==> src/rtl/pc_sequencer.sv <==
// Program counter, retired-instruction counter and enter-button synchroniser/debouncer.
// Define PC_DEBOUNCE_EN to enable the debounce FSM; otherwise a bare rising-edge detector is used.
module pc_sequencer #(
    parameter int unsigned ADDR_WIDTH      = 10,
    parameter int unsigned DEBOUNCE_CYCLES = 50000,
    parameter int unsigned RETIRE_WIDTH    = 16
) (
    input  logic                    clock,
    input  logic                    reset,
    input  logic [1:0]              cu_Jump,
    input  logic                    cu_Branch,
    input  logic                    cu_hlt,
    input  logic                    cu_reset,
    input  logic                    branch_taken,
    input  logic [ADDR_WIDTH-1:0]   imm_addr,
    input  logic [31:0]             reg_addr,
    input  logic                    enter_button,
    output logic [ADDR_WIDTH-1:0]   pc,
    output logic [ADDR_WIDTH-1:0]   pc_link,
    output logic                    enterFlag,
    output logic                    halted,
    output logic [RETIRE_WIDTH-1:0] retired
);

    localparam logic [1:0] JUMP_IMM = 2'b01;
    localparam logic [1:0] JUMP_REG = 2'b10;

    logic [ADDR_WIDTH-1:0]   pc_q, pc_d;
    logic [RETIRE_WIDTH-1:0] retired_q, retired_d;
    logic                    halted_q, halted_d;

    // cu_reset and cu_hlt are tested first so lower-priority inputs never reach pc.
    always_comb begin
        pc_d = pc_q + ADDR_WIDTH'(1);
        if (cu_reset) begin
            pc_d = '0;
        end else if (cu_hlt) begin
            pc_d = pc_q;
        end else if (cu_Jump == JUMP_IMM) begin
            pc_d = imm_addr;
        end else if (cu_Jump == JUMP_REG) begin
            pc_d = reg_addr[ADDR_WIDTH-1:0];
        end else if (cu_Branch && branch_taken) begin
            pc_d = imm_addr;
        end
    end

    always_comb begin
        retired_d = retired_q;
        if (cu_reset) begin
            retired_d = '0;
        end else if (!cu_hlt) begin
            retired_d = retired_q + RETIRE_WIDTH'(1);
        end
    end

    assign halted_d = cu_hlt && !cu_reset;

    always_ff @(posedge clock or posedge reset) begin
        if (reset) begin
            pc_q      <= '0;
            retired_q <= '0;
            halted_q  <= 1'b0;
        end else begin
            pc_q      <= pc_d;
            retired_q <= retired_d;
            halted_q  <= halted_d;
        end
    end

    assign pc      = pc_q;
    assign pc_link = pc_q + ADDR_WIDTH'(1);
    assign halted  = halted_q;
    assign retired = retired_q;

    generate
        if (ADDR_WIDTH < 32) begin : g_reg_hi
            logic unused_reg_hi;
            assign unused_reg_hi = ^reg_addr[31:ADDR_WIDTH];
        end
    endgenerate

    // Two-flop synchroniser for the asynchronous push button.
    logic [1:0] sync_q;
    logic       synced;

    always_ff @(posedge clock or posedge reset) begin
        if (reset) begin
            sync_q <= 2'b00;
        end else begin
            sync_q <= {sync_q[0], enter_button};
        end
    end

    assign synced = sync_q[1];

`ifdef PC_DEBOUNCE_EN
    localparam int unsigned CNT_W = $clog2(DEBOUNCE_CYCLES + 1);

    localparam logic [CNT_W-1:0] CNT_LAST = CNT_W'(DEBOUNCE_CYCLES - 1);
    localparam logic [CNT_W-1:0] CNT_SAT  = '1;

    localparam logic [2:0] ST_IDLE         = 3'd0;
    localparam logic [2:0] ST_PRESS_WAIT   = 3'd1;
    localparam logic [2:0] ST_PRESSED      = 3'd2;
    localparam logic [2:0] ST_HELD         = 3'd3;
    localparam logic [2:0] ST_RELEASE_WAIT = 3'd4;

    logic [2:0]       state_q, state_d;
    logic [CNT_W-1:0] cnt_q, cnt_d;

    always_comb begin
        state_d = state_q;
        cnt_d   = cnt_q;
        case (state_q)
            ST_IDLE: begin
                if (synced) begin
                    state_d = ST_PRESS_WAIT;
                    cnt_d   = '0;
                end
            end
            ST_PRESS_WAIT: begin
                if (!synced) begin
                    state_d = ST_IDLE;
                end else if (cnt_q == CNT_LAST) begin
                    state_d = ST_PRESSED;
                end else if (cnt_q != CNT_SAT) begin
                    cnt_d = cnt_q + CNT_W'(1);
                end
            end
            ST_PRESSED: begin
                state_d = ST_HELD;
            end
            ST_HELD: begin
                if (!synced) begin
                    state_d = ST_RELEASE_WAIT;
                    cnt_d   = '0;
                end
            end
            ST_RELEASE_WAIT: begin
                if (synced) begin
                    state_d = ST_HELD;
                end else if (cnt_q == CNT_LAST) begin
                    state_d = ST_IDLE;
                end else if (cnt_q != CNT_SAT) begin
                    cnt_d = cnt_q + CNT_W'(1);
                end
            end
            default: begin
                state_d = ST_IDLE;
                cnt_d   = '0;
            end
        endcase
    end

    always_ff @(posedge clock or posedge reset) begin
        if (reset) begin
            state_q <= ST_IDLE;
            cnt_q   <= '0;
        end else begin
            state_q <= state_d;
            cnt_q   <= cnt_d;
        end
    end

    assign enterFlag = (state_q != ST_PRESSED);
`else
    logic sync_prev_q;
    logic pulse_q;
    logic unused_debounce_cfg;

    always_ff @(posedge clock or posedge reset) begin
        if (reset) begin
            sync_prev_q <= 1'b0;
            pulse_q     <= 1'b0;
        end else begin
            sync_prev_q <= synced;
            pulse_q     <= synced && !sync_prev_q;
        end
    end

    assign enterFlag           = !pulse_q;
    assign unused_debounce_cfg = (DEBOUNCE_CYCLES > 0);
`endif

    // A press yields exactly one low cycle, and a held PC really holds.
    a_single_pulse: assert property (@(posedge clock) disable iff (reset)
        !enterFlag |=> enterFlag);
    a_hold_pc: assert property (@(posedge clock) disable iff (reset)
        (cu_hlt && !cu_reset) |=> (pc_q == $past(pc_q)));

endmodule
==> config.mk <==
export PLATFORM = sky130hd
export DESIGN_NAME = pc_sequencer
export DESIGN_NICKNAME = d
export VERILOG_FILES = /design/src/rtl/pc_sequencer.sv
export SDC_FILE = /design/constraint.sdc
export NUM_CORES = 1
export LEC_CHECK = 0
export CAP_MARGIN = 40
export CORE_MARGIN = 5
export CORE_UTILIZATION = 41
export DETAILED_ROUTE_END_ITERATION = 6
export PLACE_DENSITY = 0.91
export SYNTH_ARGS = -nofsm -noshare
export SYNTH_HDL_FRONTEND = slang
export SYNTH_SLANG_ARGS = --single-unit
export TNS_END_PERCENT = 1
==> constraint.sdc <==
create_clock -name clock -period 1.8 [get_ports clock]
set_clock_uncertainty 0.2 [all_clocks]
set_input_delay 0.36 -clock clock [delete_from_list [all_inputs] [get_ports clock]]
set_output_delay 0.36 -clock clock [all_outputs]
set_load 0.02 [all_outputs]
# After elaboration in Yosys (flattened, before gate mapping)
# Index checks and enable logic that the tools add are counted.
# W data, S select, Z words.
[classes]
n_addsub = 2
n_mul = 0
div = 0
magnitude_cmp = 0
n_eq_ne = 3
shift = 0
muxes = 7
n_bitwise = 0
n_reduce_logical = 6
[op_table]
columns = ["op", "count"]
rows = [
  ["$mux W10", 5],
  ["$mux W16", 2],
  ["$add A16 B1 Y16 const B", 1],
  ["$add A10 B1 Y10 const B", 1],
  ["$logic_and A1 B1 Y1", 3],
  ["$logic_not A1 Y1", 3],
  ["$eq A2 B1 Y1 const B", 1],
  ["$eq A2 B2 Y1 const B", 1],
  ["$ne A2 B1 Y1 const B", 1],
]
[word_totals]
regBits = 31
latchBits = 0
mem_bits_rw = 0
rom_bits = 0
out_inout_bits = 38
elab_cells = 24
n_memories = 0

# Logic depth before layout (Yosys ltp)
[logic_depth]
word_depth = 6
mapped_depth = 6

# Worst setup path before layout
# No wires, ideal clock.
[synth_timing]
path_type = "reg2out"
start = "register pc_q[1], in the netlist pc[1]"
end = "output pc_link[8]"
arrival_ns = 1.531
t_required_ns = 1.240
path_slack_ns = -0.291
stages_incl_launch_ff = 5
path_buffers = 0
cell_sequence = "dfrtp_1 > ha_1 > nand3_1 > nor3_1 > xor2_1"
[synth_between]
elab_chain_cells = 1
[synth_lines]
columns = ["element", "line_no", "source"]
rows = [
  ["start: declaration", "28", "logic [ADDR_WIDTH-1:0] pc_q, pc_d;"],
  ["start signal: assignment", "65", "pc_q <= pc_d;"],
  ["$add A10 B1 Y10", "72", "assign pc_link = pc_q + ADDR_WIDTH'(1);"],
  ["end: declaration", "19", "output logic [ADDR_WIDTH-1:0] pc_link,"],
]
# No other way between the ends.

# Worst setup path in the final report
[layout_timing]
start = "register pc_q[0], in the netlist pc[0]"
end = "output pc_link[7]"
# The elaborated chain is that of the path after synthesis.

==> impl_metrics.sql <==
INSERT INTO impl_metrics (metric_group, metric, value, unit) VALUES
('detailed_routing', 'drt_wl_cell', '18.5', 'µm'),
('yosys', 'postSynthNetCount', '259', ''),
('detailed_routing', 'detail_route.first_pass.iterations', '7', ''),
('timing', 'clock.fmax', '478', 'MHz'),
('timing', 'setup-tns-final', '-1.91', 'ns'),
('timing', 'final_min_period_over_clock_period', '1.16', ''),
('yosys', 'synth.area.top_cells', 'sky130_fd_sc_hd__dfrtp_1 42%, sky130_fd_sc_hd__o21ai_0 4.4%, sky130_fd_sc_hd__xor2_1 4.3%', ''),
('floorplanning', 'design.portCount', '89', ''),
('min_path', 'worst_hold_path.endpoint', 'sync_q[1]$_DFF_PP0_', ''),
('timing', 'final-setup-viol-count', '10', ''),
('clocking', 'cts_buffer_depth', '2', ''),
('setup_path', 'reg_to_reg_slack_setup', '-0.04', 'ns'),
('yosys', 'ys_warn_count', '0', ''),
('finish', 'fillCellCount', '317', ''),
('setup_path', 'critical_path_arrival', '1.53', 'ns'),
('flow_run', 'max-cap-violations', '0', ''),
('detailed_routing', 'detailroute.via_count', '2155', ''),
('clocking', 'clock-root-buffer', 'sky130_fd_sc_hd__clkbuf_8', ''),
('finish', 'utilization', '0.724', ''),
('timing', 'rsz0062_at_grt', 'true', ''),
('setup_path', 'worstSetupEndpointType', 'output pin', ''),
('timing', 'timing.final.crit_period', '2.09', 'ns'),
('detailed_routing', 'drc', '1', ''),
('min_path', 'hold_start', 'sync_q[0]$_DFF_PP0_', ''),
('yosys', 'yosys_register_bits', '31', ''),
('detailed_routing', 'totalWireLength', '6880', 'µm'),
('finish', 'sequential_cell_area', '788', 'µm²'),
('yosys', 'library_cell_occupying_the_most_area_in_the_post_synthesis_netlist', 'sky130_fd_sc_hd__dfrtp_1', ''),
('floorplanning', 'die_h', '77.0', 'µm'),
('yosys', 'synth_top_cells_by_count', '31 x sky130_fd_sc_hd__dfrtp_1, 19 x sky130_fd_sc_hd__nor2_1, 16 x sky130_fd_sc_hd__o21ai_0', ''),
('timing', 'timing_worst_slew_pin_value', '0.357', 'ns'),
('pwr', 'power.density_cell_area', '626', 'mW/mm²'),
('yosys', 'synthArstFlopShare', '1.00', ''),
('floorplanning', 'design.die.area', '0.00592', 'mm²'),
('finish', 'diodes', '0', ''),
('pwr', 'ir_worst_vdd', '473', 'µV'),
('yosys', 'post_synth_inst_count', '206', ''),
('outcome', 'run_status', 'finished with violations', ''),
('setup_path', 'critPathMaxFanout', '4', ''),
('setup_path', 'r2r-start', 'pc[1]$_DFFE_PP0N_', ''),
('placement', 'place_ws', '-0.469', 'ns'),
('floorplanning', 'rows', '24', ''),
('yosys', 'synth.avg_cell_area', '8.92', 'µm²'),
('finish', 'area_growth_syn_to_layout', '71.6', '%'),
('clocking', 'cts-hold-fix-buffers', '0', ''),
('timing', 'worst_slew_margin_rel', '0.762', ''),
('grt', 'globalRoute.totalOverflow', '0', ''),
('detailed_routing', 'antenna_violating_nets_post_route', '0', ''),
('placement', 'buffer_ports.inserted', '66', ''),
('clocking', 'cts_sinks', '31', ''),
('timing', 'fin_ws', '-0.293', 'ns'),
('floorplanning', 'die_x', '77.0', 'µm'),
('clocking', 'clock_tree_from_tritoncts', 'yes', ''),
('grt', 'number_of_global_route_vias_before_repair', '2238', ''),
('grt', 'grt_usage', '0.229', ''),
('yosys', 'synth_top_cell_area_share', '0.422', ''),
('timing', 'worst_hold_slack', '0.163', 'ns'),
('setup_path', 'reg2reg_to', 'pc[2]$_DFFE_PP0N_', ''),
('setup_path', 'timing.setup.critical_path_class', 'reg2out', ''),
('detailed_routing', 'detailedRoute.firstIterationViolations', '234', ''),
('setup_path', 'startpoint_type', 'flip-flop', ''),
('clocking', 'htree_num_levels', '2', ''),
('outcome', 'failing_checks', 'DRC, setup timing', ''),
('placement', 'dp_hpwl', '4720', 'µm'),
('grt', 'initial_antenna_violation_count', '0', ''),
('timing', 'final_count_of_pins_violating_max_slew', '0', ''),
('floorplanning', 'placeableCoreArea', '0.00435', 'mm²'),
('clocking', 'numCtsBuffers', '5', ''),
('grt', 'grt_max_degree', '32', ''),
('finish', 'final_layout_size_suffix_gt1_frac', '0.341', ''),
('yosys', 'postSynth.topFlopCell', 'sky130_fd_sc_hd__dfrtp_1', '');
kinds of logic after synthesis:
logic type,count (synthesis),synth area share
adder cells (fa/ha/maj),3,0.0191
AND/OR/NAND/NOR,78,0.228
AO/OA/AOI/OAI,57,0.212
flip-flops,31,0.422
multiplexers,1,0.00545
XOR/XNOR,14,0.0667
buffers and inverters,22,0.0470
metrics by stage:
step           instances  cell area [µm²]
6_report             372             3150
5_1_grt              372             3150
3_5_place_dp         364             2940
2_1_floorplan        206             1870
4_1_cts              372             3090
3_3_place_gp         364             2940
critical path, stage by stage (launching register included):
cell	delay (ns)
sky130_fd_sc_hd__dfrtp_2	0.43
sky130_fd_sc_hd__buf_6	0.12
sky130_fd_sc_hd__nand4_1	0.13
sky130_fd_sc_hd__or3_4	0.37
sky130_fd_sc_hd__nand2_2	0.09
sky130_fd_sc_hd__buf_6	0.12
layout make-up:
cell class	count	share of cell area
clock buffer	6	0.0262
clock inverter	2	0.0111
sequential	31	0.250
inverter	13	0.0155
timing repair buffer	115	0.315
tap	52	0.0206
multi-input combinational	153	0.361
report_power, final:
part | total [mW] | switching, mW | leakage [nW] | internal [mW]
Combinational | 0.495 | 0.250 | 1.06 | 0.244
Clock | 0.716 | 0.269 | 0.0612 | 0.448
Sequential | 0.764 | 0.0375 | 0.401 | 0.726
Total | 1.97 | 0.557 | 1.52 | 1.42
registers in the layout (all words and copies together), names as in the netlist:
register	flops
retired	16
pc	10
sync_q	2
halted	1
pulse_q	1
sync_prev_q	1
layout by cell type (no fill, tap or decap), types with 2 or more instances in the layout:
cell	instances
sky130_fd_sc_hd__inv_1	13
sky130_fd_sc_hd__nor2_1	16
sky130_fd_sc_hd__dlygate4sd2_1	24
sky130_fd_sc_hd__nand4_1	7
sky130_fd_sc_hd__buf_2	2
sky130_fd_sc_hd__buf_6	5
sky130_fd_sc_hd__or3_1	6
sky130_fd_sc_hd__nand2_1	12
sky130_fd_sc_hd__dfrtp_2	10
sky130_fd_sc_hd__nand2_2	2
sky130_fd_sc_hd__xor2_2	3
sky130_fd_sc_hd__o31ai_1	3
sky130_fd_sc_hd__nand2b_4	2
sky130_fd_sc_hd__dfrtp_1	21
sky130_fd_sc_hd__clkdlybuf4s50_1	28
sky130_fd_sc_hd__a221oi_1	3
sky130_fd_sc_hd__o221ai_1	5
sky130_fd_sc_hd__o21ai_1	2
sky130_fd_sc_hd__clkbuf_8	6
sky130_fd_sc_hd__xnor2_1	3
sky130_fd_sc_hd__nor2b_1	4
sky130_fd_sc_hd__a21oi_1	10
sky130_fd_sc_hd__o21ai_0	14
sky130_fd_sc_hd__buf_4	52
sky130_fd_sc_hd__xor2_1	6
sky130_fd_sc_hd__o22ai_1	4
sky130_fd_sc_hd__or4_1	2
sky130_fd_sc_hd__and2_1	2
sky130_fd_sc_hd__nor2_2	2
sky130_fd_sc_hd__nand3_1	8
sky130_fd_sc_hd__o211a_1	3
what timing repair did:
item                       in CTS  in global routing
setup endpoints to repair      47                 27
pin swaps                       7                  7
resized for setup              97                 27
routing by layer:
metal | routed length [µm] | up-vias | GRT usage | share of wire
li1 | - | 976 | - | -
met1 | 2660 | 1036 | 0.259 | 0.39
met2 | 3520 | 121 | 0.403 | 0.51
met3 | 478 | 22 | 0.0574 | 0.070
met4 | 223 | 0 | 0.101 | 0.032
met5 | 0 | - | 0 | 0
worst max path at each step:
| stage | from | endpoint | slack (ns) |
|---|---|---|---|
| after floorplan | pc[0]$_DFFE_PP0N_ | pc[2]$_DFFE_PP0N_ | -0.04 |
| after global placement | pc[1]$_DFFE_PP0N_ | pc_link[8] | -0.44 |
| after detailed placement | pc[1]$_DFFE_PP0N_ | pc_link[8] | -0.47 |
| after CTS | pc[0]$_DFFE_PP0N_ | pc_link[7] | -0.25 |
| after global routing | pc[5]$_DFFE_PP0N_ | pc_link[9] | -0.35 |
| final | pc[0]$_DFFE_PP0N_ | pc_link[7] | -0.29 |
Power figures use the tool's default switching activity.
